[config.mk]
export PLATFORM = sky130hd
export DESIGN_NAME = mprj_checkpoint_monitor
export DESIGN_NICKNAME = d
export VERILOG_FILES = /design/src/rtl/mprj_chkmon_pkg.sv /design/src/rtl/mprj_chkmon_filter.sv /design/src/rtl/mprj_checkpoint_monitor.sv
export SDC_FILE = /design/constraint.sdc
export NUM_CORES = 1
export LEC_CHECK = 0
export ABC_AREA = 0
export CORE_MARGIN = 4
export CORE_UTILIZATION = 31
export DETAILED_ROUTE_END_ITERATION = 7
export HOLD_SLACK_MARGIN = 0.02
export MAX_ROUTING_LAYER = met4
export SLEW_MARGIN = 20
export SYNTH_ARGS = -nofsm -noshare
export SYNTH_HDL_FRONTEND = slang
export SYNTH_HIERARCHICAL = 1
export SYNTH_SLANG_ARGS = --single-unit
[constraint.sdc]
create_clock -name clock -period 3.05 [get_ports clock]
set_input_delay 0.4575 -clock clock [delete_from_list [all_inputs] [get_ports clock]]
set_output_delay 0.4575 -clock clock [all_outputs]
set_load 0.02 [all_outputs]
[src/rtl/mprj_chkmon_pkg.sv]
// Shared types and helpers for the checkpoint-sequence monitor.
package mprj_chkmon_pkg;

    typedef enum logic [2:0] {
        ST_IDLE    = 3'd0,
        ST_ARMED   = 3'd1,
        ST_TRACK   = 3'd2,
        ST_PASS    = 3'd3,
        ST_FAIL    = 3'd4,
        ST_TIMEOUT = 3'd5
    } chk_state_e;

    localparam int STAGE_IDX_W = 4;
    localparam int CODE_MAX_W  = 32;
    localparam int MAX_STAGES  = 16;
    localparam int FLAT_MAX_W  = CODE_MAX_W * MAX_STAGES;

    // Returns code[idx] from a flattened list of width-bit codes (stage 0 in the LSBs);
    // callers truncate the result to their own code width.
    function automatic logic [CODE_MAX_W-1:0] code_at(
        input logic [FLAT_MAX_W-1:0]  codes,
        input int                     width,
        input logic [STAGE_IDX_W-1:0] idx
    );
        int base;
        base = int'(idx) * width;
        return codes[base +: CODE_MAX_W];
    endfunction

endpackage

[src/rtl/mprj_chkmon_filter.sv]
// Glitch filter: emits one event per distinct value that stays stable for STABLE_CYCLES samples.
module mprj_chkmon_filter #(
    parameter int WIDTH         = 16,
    parameter int STABLE_CYCLES = 2
) (
    input  logic             i_clk,
    input  logic             i_rst_n,
    input  logic             i_clear,
    input  logic [WIDTH-1:0] i_bus,
    output logic             o_event,
    output logic [WIDTH-1:0] o_value
);

    localparam int HOLD_W = $clog2(STABLE_CYCLES + 2);
    localparam logic [HOLD_W-1:0] HOLD_HIT = HOLD_W'(STABLE_CYCLES);

    logic [WIDTH-1:0]  r_sample;
    logic [HOLD_W-1:0] r_hold;

    // Sample register and hold counter; the counter parks one past the hit value so the event fires once.
    always_ff @(posedge i_clk or negedge i_rst_n) begin
        if (!i_rst_n) begin
            r_sample <= '0;
            r_hold   <= '0;
        end else if (i_clear) begin
            r_sample <= '0;
            r_hold   <= '0;
        end else begin
            r_sample <= i_bus;
            if (i_bus != r_sample) begin
                r_hold <= HOLD_W'(1);
            end else if (r_hold <= HOLD_HIT) begin
                r_hold <= r_hold + HOLD_W'(1);
            end else begin
                r_hold <= r_hold;
            end
        end
    end

    assign o_event = (r_hold == HOLD_HIT);
    assign o_value = r_sample;

endmodule

[src/rtl/mprj_checkpoint_monitor.sv]
// Checkpoint-sequence monitor: filtered bus events walk an ordered list of stage codes under a watchdog.
// Optional macro MPRJ_CHKMON_STRICT_ORDER_EN turns out-of-order stage codes into a FAIL.
module mprj_checkpoint_monitor
    import mprj_chkmon_pkg::*;
#(
    parameter int WIDTH          = 16,
    parameter int NUM_STAGES     = 4,
    parameter int STABLE_CYCLES  = 2,
    parameter int TIMEOUT_CYCLES = 100000,
    parameter int CNT_W          = 32
) (
    input  logic                        clock,
    input  logic                        RSTB,
    input  logic                        enable,
    input  logic [WIDTH-1:0]            checkbits,
    input  logic [NUM_STAGES*WIDTH-1:0] stage_codes,
    input  logic [WIDTH-1:0]            abort_code,
    output logic                        started,
    output logic [STAGE_IDX_W-1:0]      stage_idx,
    output logic                        pass,
    output logic                        fail,
    output logic                        timeout,
    output logic [WIDTH-1:0]            fail_code,
    output logic [CNT_W-1:0]            cycle_count
);

    localparam int WD_W = (TIMEOUT_CYCLES > 2) ? $clog2(TIMEOUT_CYCLES) : 1;
    localparam logic [WD_W-1:0]        WD_LIMIT   = WD_W'(TIMEOUT_CYCLES - 1);
    localparam logic [STAGE_IDX_W-1:0] LAST_STAGE = STAGE_IDX_W'(NUM_STAGES - 1);

    chk_state_e             r_state, w_state_nxt;
    logic [STAGE_IDX_W-1:0] r_stage_idx, w_stage_idx_nxt;
    logic                   r_started, w_started_nxt;
    logic                   r_pass, w_pass_nxt;
    logic                   r_fail, w_fail_nxt;
    logic                   r_timeout, w_timeout_nxt;
    logic [WIDTH-1:0]       r_fail_code, w_fail_code_nxt;
    logic [CNT_W-1:0]       r_cycle_count, w_cycle_count_nxt;
    logic [WD_W-1:0]        r_wdog, w_wdog_nxt;

    logic                   w_filt_clear;
    logic                   w_event;
    logic [WIDTH-1:0]       w_value;
    logic [FLAT_MAX_W-1:0]  w_codes_ext;
    logic [WIDTH-1:0]       w_code0;
    logic [WIDTH-1:0]       w_code_exp;
    logic                   w_strict_hit;

    assign w_filt_clear = ~enable;
    assign w_codes_ext  = FLAT_MAX_W'(stage_codes);
    assign w_code0      = WIDTH'(code_at(w_codes_ext, WIDTH, STAGE_IDX_W'(0)));
    assign w_code_exp   = WIDTH'(code_at(w_codes_ext, WIDTH, r_stage_idx));

    mprj_chkmon_filter #(
        .WIDTH         (WIDTH),
        .STABLE_CYCLES (STABLE_CYCLES)
    ) u_filter (
        .i_clk   (clock),
        .i_rst_n (RSTB),
        .i_clear (w_filt_clear),
        .i_bus   (checkbits),
        .o_event (w_event),
        .o_value (w_value)
    );

`ifdef MPRJ_CHKMON_STRICT_ORDER_EN
    // Out-of-order hit: any listed code other than the expected one or the one just matched.
    always_comb begin
        w_strict_hit = 1'b0;
        for (int j = 0; j < NUM_STAGES; j++) begin
            if ((w_value == WIDTH'(code_at(w_codes_ext, WIDTH, STAGE_IDX_W'(j)))) &&
                (j != int'(r_stage_idx)) && (j != int'(r_stage_idx) - 1)) begin
                w_strict_hit = 1'b1;
            end else begin
                w_strict_hit = w_strict_hit;
            end
        end
    end
`else
    assign w_strict_hit = 1'b0;
`endif

    // Next-state and next-output logic; abort outranks a stage match, an advance outranks expiry.
    always_comb begin
        w_state_nxt       = r_state;
        w_stage_idx_nxt   = r_stage_idx;
        w_started_nxt     = r_started;
        w_pass_nxt        = r_pass;
        w_fail_nxt        = r_fail;
        w_timeout_nxt     = r_timeout;
        w_fail_code_nxt   = r_fail_code;
        w_cycle_count_nxt = r_cycle_count;
        w_wdog_nxt        = r_wdog;
        if (!enable) begin
            w_state_nxt     = ST_IDLE;
            w_stage_idx_nxt = '0;
            w_wdog_nxt      = '0;
        end else begin
            case (r_state)
                ST_IDLE: begin
                    w_state_nxt       = ST_ARMED;
                    w_stage_idx_nxt   = '0;
                    w_started_nxt     = 1'b0;
                    w_pass_nxt        = 1'b0;
                    w_fail_nxt        = 1'b0;
                    w_timeout_nxt     = 1'b0;
                    w_fail_code_nxt   = '0;
                    w_cycle_count_nxt = '0;
                    w_wdog_nxt        = '0;
                end
                ST_ARMED: begin
                    if (w_event && (w_value == w_code0)) begin
                        w_state_nxt     = ST_TRACK;
                        w_started_nxt   = 1'b1;
                        w_stage_idx_nxt = STAGE_IDX_W'(1);
                        w_wdog_nxt      = '0;
                    end else begin
                        w_state_nxt = ST_ARMED;
                    end
                end
                ST_TRACK: begin
                    w_cycle_count_nxt = (r_cycle_count == {CNT_W{1'b1}}) ?
                                        r_cycle_count : r_cycle_count + CNT_W'(1);
                    if (w_event && (w_value == abort_code)) begin
                        w_state_nxt     = ST_FAIL;
                        w_fail_nxt      = 1'b1;
                        w_fail_code_nxt = abort_code;
                    end else if (w_event && (w_value == w_code_exp)) begin
                        w_stage_idx_nxt = r_stage_idx + STAGE_IDX_W'(1);
                        w_wdog_nxt      = '0;
                        if (r_stage_idx == LAST_STAGE) begin
                            w_state_nxt = ST_PASS;
                            w_pass_nxt  = 1'b1;
                        end else begin
                            w_state_nxt = ST_TRACK;
                        end
                    end else if (w_event && w_strict_hit) begin
                        w_state_nxt     = ST_FAIL;
                        w_fail_nxt      = 1'b1;
                        w_fail_code_nxt = w_value;
                    end else if (r_wdog == WD_LIMIT) begin
                        w_state_nxt   = ST_TIMEOUT;
                        w_timeout_nxt = 1'b1;
                    end else begin
                        w_wdog_nxt = r_wdog + WD_W'(1);
                    end
                end
                ST_PASS, ST_FAIL, ST_TIMEOUT: begin
                    w_state_nxt = r_state;
                end
                default: begin
                    w_state_nxt     = ST_IDLE;
                    w_stage_idx_nxt = '0;
                end
            endcase
        end
    end

    // State and registered outputs.
    always_ff @(posedge clock or negedge RSTB) begin
        if (!RSTB) begin
            r_state       <= ST_IDLE;
            r_stage_idx   <= '0;
            r_started     <= 1'b0;
            r_pass        <= 1'b0;
            r_fail        <= 1'b0;
            r_timeout     <= 1'b0;
            r_fail_code   <= '0;
            r_cycle_count <= '0;
            r_wdog        <= '0;
        end else begin
            r_state       <= w_state_nxt;
            r_stage_idx   <= w_stage_idx_nxt;
            r_started     <= w_started_nxt;
            r_pass        <= w_pass_nxt;
            r_fail        <= w_fail_nxt;
            r_timeout     <= w_timeout_nxt;
            r_fail_code   <= w_fail_code_nxt;
            r_cycle_count <= w_cycle_count_nxt;
            r_wdog        <= w_wdog_nxt;
        end
    end

    assign started     = r_started;
    assign stage_idx   = r_stage_idx;
    assign pass        = r_pass;
    assign fail        = r_fail;
    assign timeout     = r_timeout;
    assign fail_code   = r_fail_code;
    assign cycle_count = r_cycle_count;

endmodule

**Yosys cells after proc, flatten, opt, wreduce, memory -nomap -nowiden**

Cells that the tools add are included.

- Flip-flop bits (word level): 94
- Latch bits: 0
- Bits in writable memories: 0
- Memory bits (read-only): 0
- Input bits: 99
- Output and inout bits: 56
- Logic and storage cells: 99
- Memories: 0

- Add/subtract/negate cells: 4
- Multiply operators: 0
- Div/mod/pow operators: 0
- $lt $le $gt $ge: 1
- Equal/unequal tests: 29
- Shift-type cells: 1
- Muxes and demuxes: 38
- Bitwise logic cells: 0
- Reduce and logical (&&, ||, !) cells: 15

Operators with widths:

| kind | count |
|---|---|
| 512-bit by 9-bit variable part select with 16-bit output | 1 |
| 17-bit two-way mux | 5 |
| 32-bit case mux with 2 select lines | 1 |
| 17-bit case mux with 3 select lines | 1 |
| 16-bit equality test | 3 |
| 32-bit by 1-bit adder with 32-bit output, second input constant | 1 |
| 32-bit equality test, second input constant | 1 |
| 16-bit two-way mux | 2 |
| 32-bit two-way mux | 1 |
| 16-bit case mux with 2 select lines | 1 |
| 2-bit inequality test, second input constant | 9 |
| 17-bit by 1-bit adder with 17-bit output, second input constant | 1 |
| 17-bit equality test, second input constant | 1 |
| 4-bit two-way mux | 4 |
| 16-bit inequality test | 1 |
| 3-bit two-way mux | 4 |
| 3-bit case mux with 4 select lines | 1 |
| 4-bit case mux with 3 select lines | 1 |
| 5-bit AND reduction | 2 |
| 1-bit two-way mux | 9 |
| 3-bit inequality test, second input constant | 3 |
| 3-bit AND reduction | 3 |
| 2-bit two-way mux | 4 |
| 1-bit case mux with 2 select lines | 4 |
| other kinds (18) | 24 |

**Logic depth before layout (Yosys ltp)**

Gate-level depths: netlist (run 1).

- Word-level depth: 7
- Mapped depth: 10
- Depth with buffers taken out: 9

**Cells and area by module**

The synthesis (run 1) kept the hierarchy.

Modules (own cells, without submodules):

| module | times used | cells an instance | area each (µm²) | sequential area each (µm²) |
|---|---|---|---|---|
| mprj_checkpoint_monitor | 1 | 545 | 5086.1 | 1901.8 |
| mprj_chkmon_filter | 1 | 64 | 802.0 | 450.4 |

**Worst setup path before layout (run 1)**

Ideal clock, no wire load.

- Path kind: reg-to-reg
- From: reg r_stage_idx[1] (netlist: stage_idx[1])
- To: reg r_wdog[0]
- Library setup time: 0.129 ns
- Arrival: 2.607 ns
- Data required time: 2.921 ns
- Path slack: 0.313 ns
- Cell stages (with the launch flop): 11
- Path buffers: 3
- Period minus slack after synthesis: 2.737 ns
- Cell sequence: dfrtp_1 > buf_2 > clkbuf_1 > mux4_2 > nor4b_2 > a22oi_1 > a22oi_4 > nand4_4 > buf_2 > a311oi_1 > a21oi_1

- Word-level cells in the longest chain between the ends: 7
- Elaborated cells on any way between the ends: 9
- Classes of those cells: eq/ne (2); shift (1); mux (4); reduce/logical (2)

Ends and longest elaborated chain:

| element | RTL line | source |
|---|---|---|
| start: declaration | mprj_checkpoint_monitor.sv:32 | `logic [STAGE_IDX_W-1:0] r_stage_idx, w_stage_idx_nxt;` |
| start signal: assignment | mprj_checkpoint_monitor.sv:173 | `r_stage_idx <= w_stage_idx_nxt;` |
| 512-bit by 9-bit variable part select with 16-bit output (*) | mprj_chkmon_pkg.sv:27 | `return codes[base +: CODE_MAX_W];` |
| 16-bit equality test (*) | mprj_checkpoint_monitor.sv:128 | `end else if (w_event && (w_value == w_code_exp)) begin` |
| 1-bit logical AND (*) | mprj_checkpoint_monitor.sv:128 |  |
| 17-bit two-way mux | mprj_checkpoint_monitor.sv:128 |  |
| 17-bit two-way mux | mprj_checkpoint_monitor.sv:124 | `if (w_event && (w_value == abort_code)) begin` |
| 17-bit case mux with 3 select lines | mprj_checkpoint_monitor.sv:99 | `case (r_state)` |
| 17-bit two-way mux | mprj_checkpoint_monitor.sv:94 | `if (!enable) begin` |
| end signal: assignment | mprj_checkpoint_monitor.sv:180 | `r_wdog <= w_wdog_nxt;` |
| end: declaration | mprj_checkpoint_monitor.sv:39 | `logic [WD_W-1:0] r_wdog, w_wdog_nxt;` |

Every way passes the cells marked *; elsewhere a longest branch is shown, timed or not. The select of a mux whose other input is x is not followed.
A chain may end at the register's enable or synchronous reset.

**Worst setup path after layout (run 1)**

- From: in stage_codes[1]
- To: reg r_wdog[5]

- Word-level cells in the longest chain between the ends: 7
- Elaborated cells on any way between the ends: 12
- Classes of those cells: eq/ne (4); shift (1); mux (4); reduce/logical (3)

Ends and longest elaborated chain:

| element | RTL line | source |
|---|---|---|
| start: declaration | mprj_checkpoint_monitor.sv:16 | `input logic [NUM_STAGES*WIDTH-1:0] stage_codes,` |
| 512-bit by 9-bit variable part select with 16-bit output | mprj_chkmon_pkg.sv:27 |  |
| 16-bit equality test | mprj_checkpoint_monitor.sv:128 |  |
| 1-bit logical AND | mprj_checkpoint_monitor.sv:128 |  |
| 17-bit two-way mux | mprj_checkpoint_monitor.sv:128 |  |
| 17-bit two-way mux | mprj_checkpoint_monitor.sv:124 |  |
| 17-bit case mux with 3 select lines | mprj_checkpoint_monitor.sv:99 |  |
| 17-bit two-way mux | mprj_checkpoint_monitor.sv:94 |  |

Parallel ways exist; a longest one is shown, timed or not. The select of a mux whose other input is x is not followed.

==> results of run 1 <==
[synthesized netlist by cell type (6+ instances only)]
cell / number / area (um2)
a21oi_1: 28 / 140
a22o_1: 16 / 140
a22oi_1: 6 / 45.0
and3_1: 14 / 87.6
clkbuf_1: 19 / 71.3
dfrtp_1: 94 / 2350
inv_1: 13 / 48.8
mux4_2: 15 / 338
nand2_1: 38 / 143
nand3_1: 37 / 185
nand4_1: 27 / 169
nor2_1: 46 / 173
nor2b_1: 17 / 106
nor3_1: 15 / 75.1
o21ai_0: 27 / 135
or3_1: 20 / 125
or4_1: 7 / 52.6
xnor2_1: 45 / 394
xor2_1: 36 / 315
[flip-flops by register name, summed over array words and instances, names as in the netlist]
signal / count
fail_code: 16
stage_idx: 4
r_wdog: 17
u_filter/o_value: 16
cycle_count: 32
timeout: 1
u_filter/r_hold: 2
fail: 1
started: 1
pass: 1
r_state: 3
[critical path: stages]
cell and delay (ns):
clkdlybuf4s50_1 0.43, xor2_1 0.17, nor4_1 0.30, buf_4 0.17
and4b_1 0.21, a21boi_0 0.11, o32a_1 0.50, buf_4 0.23
or3_1 0.34, a21oi_1 0.14
[area by class of cell]
| type | instances | area, um2 |
|---|---|---|
| Fill cell | 1775 | 10500 |
| Clock inverter | 3 | 68.8 |
| Multi-Input combinational cell | 474 | 3360 |
| Sequential cell | 94 | 2350 |
| Timing Repair Buffer | 191 | 1850 |
| Clock buffer | 12 | 246 |
| Tap cell | 234 | 293 |
| Inverter | 13 | 48.8 |
[per-layer routing]
layer | track usage | vias to the layer above
met5 | - | -
met4 | 0.0613 | 0
met3 | 0.0230 | 24
met2 | 0.278 | 116
met1 | 0.224 | 2534
li1 | - | 2601
[report_power, final]
group / switching (mW) / total [mW] / internal [mW]
sequential: 0.0284 / 1.29 / 1.26
combinational: 0.180 / 0.425 / 0.245
clock: 0.491 / 1.23 / 0.739
total: 0.699 / 2.94 / 2.24
[final timing paths]
| path | cells past startpoint | startpoint | to |
|---|---|---|---|
| hold reg to reg | 1 | fail_code[3] | fail_code[3] |
| min in group clock | 1 | fail_code[3] | fail_code[3] |
| hold / removal | 1 | RSTB | cycle_count[8] |
| setup reg to reg | 8 | stage_idx[0] | pass |
| max in group asynchronous | 2 | RSTB | fail_code[7] |
| setup / recovery | 10 | stage_codes[1] | r_wdog[5] |
[kinds of logic (layout without fill, tap and decap cells)]
kind of cell               after synthesis  count (layout)  share of synthesized area
buffers and inverters                   41             219                     0.0310
and+or+nand+nor                        258             258                      0.245
AOI/OAI and AO/OA                      113             113                      0.130
adders and majority gates                5               5                     0.0106
xor gates and xnor gates                81              81                      0.120
muxes                                   17              17                     0.0635
DFF                                     94              94                      0.399
[through the flow]
step | instances | area [um2] | worst slack [ns] | hold slack (ns) | utilization
global placement | 1006 | 7910 | -0.0793 | 0.470 | 0.423
CTS | 1021 | 8220 | 0.286 | 0.155 | 0.440
floorplan | 609 | 5890 | 0.313 | 0.162 | -
global route | 1021 | 8220 | 0.0808 | 0.193 | 0.440
detailed placement | 1006 | 7910 | -0.0902 | 0.492 | 0.423
finish | 1021 | 8220 | 0.256 | 0.131 | 0.440
==> results_dict.tcl, run 1 <==
set metrics [dict create \
    status "completed" \
    die_width_um 146 \
    clock_tree.buffer_depth 2 \
    worstMarginPinSlew_ns 0.651 \
    drtAntennaViolNets 0 \
    power.total_mw 2.94 \
    synthCells 609 \
    layout.cells.most_common_list "clkdlybuf4s50_1 (153), dfrtp_1 (94), nor2_1 (46)" \
    cts_buffers 9 \
    floorplan.die_area_um2 21300 \
    total_routed_wire_length_on_the_met1_layer_mm 8.27 \
    cts.sink_count 94 \
    nNetsFinal 887 \
    timing.setup.critical_path_class "input pin to flop" \
    synth_edf_count 0 \
    hp-class "input pin to async pin" \
    length_of_routed_met2_wiring_mm 8.61 \
    post-route-period-util 0.916 \
    postSynthNetCount 713 \
    gr-usage-all-layers 0.173 \
    finalWorstPathRequiredPeriod_ns 2.79 \
    antenna_cells 0 \
    routability_cong 0.884 \
    final_hold_viol_count 0 \
    unique_masters_post_synth 63 \
    rsz_0062_raised_after_global_routing "no" \
    clk_pin_slew_ns 0.07 \
    core.rowCount 50 \
    p_per_area_nw_per_um2 358 \
    remaining_drc_errors 0 \
    grt.overflow.total 0 \
    postSynthAreaPerCell_um2 9.67 \
    clockRootBuffer "clkbuf_16" \
    postCtsSetupBuffers 0 \
    slew_violations 0 \
    grt_pass1_wl_mm 28.7 \
    drt_pass1_iterations 4 \
    route.detailed.wl_per_inst_um 17.5 \
    top_layer_used "met4" \
    setup_tns_after_final_layout_ns 0 \
    flip_flop_cell_with_the_highest_count_after_synthesis "dfrtp_1" \
    layout_commonest_cell "clkdlybuf4s50_1" \
    buffers_added_on_ports 154 \
    cp_max_fo 10 \
    antenna_found_initial 0 \
    ys_ff_latch 94 \
    worst_clock_skew_ns 0.00607 \
    power.static_leakage_nw 3.23 \
    synth.yosys.warnings 6 \
    synth-seq-area-share 0.399 \
    cp-end-kind "flop" \
    critical_path.startpoint_type "input pin" \
    die-height_um 146 \
    maximum_frequency_from_static_timing_analysis_mhz 358 \
    num_io_pins 155 \
    final_layout_size_suffix_gt1_frac 0.103 \
    first_global_vias 5291 \
    worstPathRequired_ns 3.33 \
    worst_ep_arrival_time_ns 3.07 \
    floorplan.initialDensity 0.315 \
    dr_wl_met3_um 515 \
    syn_area_um2 5890 \
    via_cell_ratio 5.17 \
    async_reset_ff_frac 1.00 \
    post_cts_resize_count 0 \
    vdd_drop_max_mv 0.255 \
    clkLatencyLatePin_ns 0.35 \
    core-area_um2 18700 \
    area_growth_syn_to_layout_pct 39.6 \
    detailedRoute.firstIterationViolations 366 \
    pin_count_of_the_biggest_net_entering_global_routing 49 \
    vias 5275 \
    setup_viol 0 \
    cap_violations 0 \
    cts_tree "built" \
    htree_levels 3 \
    hold_buffers 0 \
    wl_mm 17.8 \
    maxSlewHeadroom 0.566 \
    ff2ff_setup_slack_ns 0.26 \
    hpwl_mm 13.6 \
]
Power figures use the tool's default switching activity.
==> run 2, diff against run 1 <==
--- a/config.mk
+++ b/config.mk
@@ -14,5 +14,4 @@
 export SLEW_MARGIN = 20
 export SYNTH_ARGS = -nofsm -noshare
 export SYNTH_HDL_FRONTEND = slang
-export SYNTH_HIERARCHICAL = 1
 export SYNTH_SLANG_ARGS = --single-unit
==> constraint.sdc (replaced) <==
create_clock -name clock -period 3.05 [get_ports clock]
set_input_delay 0.61 -clock clock [delete_from_list [all_inputs] [get_ports clock]]
set_output_delay 0.61 -clock clock [all_outputs]
set_load 0.02 [all_outputs]
==> run 2 against run 1 <==
Total power grew 2.5%; flip-flop and latch count is the same; register-to-register slack lost 0.03 ns; routed wire length grew 0.56%; die area grew 1.3%; synthesized cell count grew 7.6%; critical path depth grew 1; critical endpoint is now r_wdog[2].
==> results_dict.tcl, run 2 <==
set metrics [dict create \
    clock_tree.buffer_depth 2 \
    nNetsFinal 953 \
    ys_ff_latch 94 \
    synth_edf_count 0 \
    flip_flop_cell_with_the_highest_count_after_synthesis "dfrtp_1" \
    core.rowCount 50 \
    final_layout_size_suffix_gt1_frac 0.140 \
    worstMarginPinSlew_ns 0.515 \
    clkLatencyLatePin_ns 0.35 \
    synth.largest_area_cell "dfrtp_1" \
    cts.sink_count 94 \
    drtAntennaViolNets 0 \
    vias 5551 \
    postSynthNetCount 759 \
    cts_buffers 9 \
    pin_count_of_the_biggest_net_entering_global_routing 42 \
    setup_viol 0 \
    htree_levels 3 \
    synth.yosys.warnings 0 \
    die_width_um 147 \
    critical_path.startpoint_type "input pin" \
    finalWorstPathRequiredPeriod_ns 2.99 \
    layout.cells.most_common_list "clkdlybuf4s50_1 (151), dfrtp_1 (93), nand2_1 (92)" \
    wl_mm 17.9 \
    floorplan.die_area_um2 21500 \
    num_io_pins 155 \
    remaining_drc_errors 0 \
    floorplan.initialDensity 0.317 \
    status "completed" \
    p_per_area_nw_per_um2 349 \
    grt.overflow.total 0 \
    first_global_vias 5464 \
    hold_buffers 0 \
    routability_cong 0.840 \
    maximum_frequency_from_static_timing_analysis_mhz 335 \
    hold-worst-slack_ns 0.230 \
    antenna_found_initial 0 \
    detailedRoute.firstIterationViolations 306 \
    clk_pin_slew_ns 0.07 \
    worst_clock_skew_ns 0.00874 \
    synth-seq-area-share 0.394 \
    maxSlewHeadroom 0.657 \
    worstPathRequired_ns 3.31 \
    timing.setup.critical_path_class "input pin to flop" \
    gr-usage-all-layers 0.171 \
    worst_ep_arrival_time_ns 3.25 \
    largest_register_ffs 32 \
    vdd_drop_max_mv 0.219 \
    route.detailed.wl_per_inst_um 16.1 \
    final_hold_viol_count 0 \
    postSynthAreaPerCell_um2 9.12 \
    area_growth_syn_to_layout_pct 44.7 \
    async_reset_ff_frac 1.00 \
    post_dp_cell_area_um2 8240 \
    power.total_mw 3.02 \
    finalCoreUtilization 0.459 \
    buffers_added_on_ports 154 \
    hpwl_mm 13.8 \
    cts_tree "built" \
    cp_max_fo 5 \
    via_cell_ratio 4.99 \
    antenna_cells 0 \
    slew_violations 0 \
    synth.top_cells.by_count "dfrtp_1 (94), nand2_1 (92), nor2_1 (45), o21ai_0 (45), xnor2_1 (44)" \
    synth.top_cells.by_area "dfrtp_1 (39%), xnor2_1 (6.5%), nand2_1 (5.8%)" \
    final.fill_count 1800 \
    power.static_leakage_nw 3.38 \
    cap_violations 0 \
    drt_pass1_iterations 4 \
    synth_top_area_frac 0.394 \
    unique_masters_post_synth 65 \
    grt_pass1_wl_mm 29.0 \
    clockRootBuffer "clkbuf_16" \
    cp-end-kind "flop" \
    syn_area_um2 5970 \
    core-area_um2 18800 \
    synthCells 655 \
    layout_commonest_cell "clkdlybuf4s50_1" \
    hp-class "input pin to async pin" \
    fin_area_um2 8640 \
    yosys.cell_count.top_type "dfrtp_1" \
    post-route-period-util 0.980 \
    die-height_um 147 \
]
-- run 2: per-layer routing --
metal / GRT usage / wire length [um]
met5: - / 0
met3: 0.0293 / 839
met4: 0.0287 / 183
met1: 0.237 / 8520
met2: 0.267 / 8390
-- run 2: through the flow --
stage               setup slack (ns)  TNS, ns  cells
floorplan                      0.186        0    655
global placement              -0.213    -3.58   1097
detailed placement            -0.245    -4.00   1097
CTS                            0.111        0   1112
global route                 -0.0620   -0.101   1113
finish                        0.0617        0   1113
-- run 2: path summary, 6_finish.rpt --
check	cells past startpoint	from	slack, ns	endpoint
setup / recovery	11	abort_code[14]	0.06	r_wdog[2]
hold / removal	1	RSTB	0.23	fail_code[10]
setup reg to reg	9	stage_idx[0]	0.23	r_wdog[12]
hold reg to reg	2	fail_code[0]	0.47	fail_code[0]
max in group asynchronous	2	RSTB	2.15	r_wdog[6]
min in group clock	2	fail_code[0]	0.47	fail_code[0]
-- run 2: logic make-up (layout without fill, tap and decap cells) --
| logic type | after synthesis | in the layout | share of synthesized area |
|---|---|---|---|
| AOI/OAI and AO/OA | 118 | 118 | 0.126 |
| xor gates and xnor gates | 70 | 70 | 0.103 |
| adders and majority gates | 5 | 5 | 0.0105 |
| buffers and inverters | 53 | 251 | 0.0396 |
| DFF | 94 | 94 | 0.394 |
| muxes | 27 | 27 | 0.0817 |
| and+or+nand+nor | 288 | 288 | 0.246 |
-- run 2: repair_timing --
action / in CTS / in global routing
endpoints found under the setup margin: 0 / 15
gates resized for setup: 0 / 13
setup buffers: 0 / 0
-- run 2: worst max-delay path, cell delays in order --
cell and delay, ns:
clkdlybuf4s50_1 0.45, xor2_1 0.17, or4_4 0.49, nor3_2 0.13, nand4_1 0.20, a221oi_2 0.45
buf_4 0.23, buf_12 0.11, nor2b_1 0.04, and2_1 0.16, a211oi_2 0.21
-- run 2: report_power, final --
part | leakage, nW | switching, mW | total (mW) | internal (mW)
clock network | 0.161 | 0.490 | 1.25 | 0.757
logic | 1.93 | 0.199 | 0.482 | 0.283
registers | 1.29 | 0.0283 | 1.29 | 1.26
total | 3.38 | 0.718 | 3.02 | 2.30
-- run 2: layout make-up --
class	instances	area (um2)	share of cell area
sequential	94	2350	0.272
tap	260	325	0.0376
inverter	15	56.3	0.00652
clock inverter	4	70.1	0.00811
timing repair buffer	221	2140	0.247
clock buffer	11	253	0.0292
multi-input combinational	508	3450	0.399
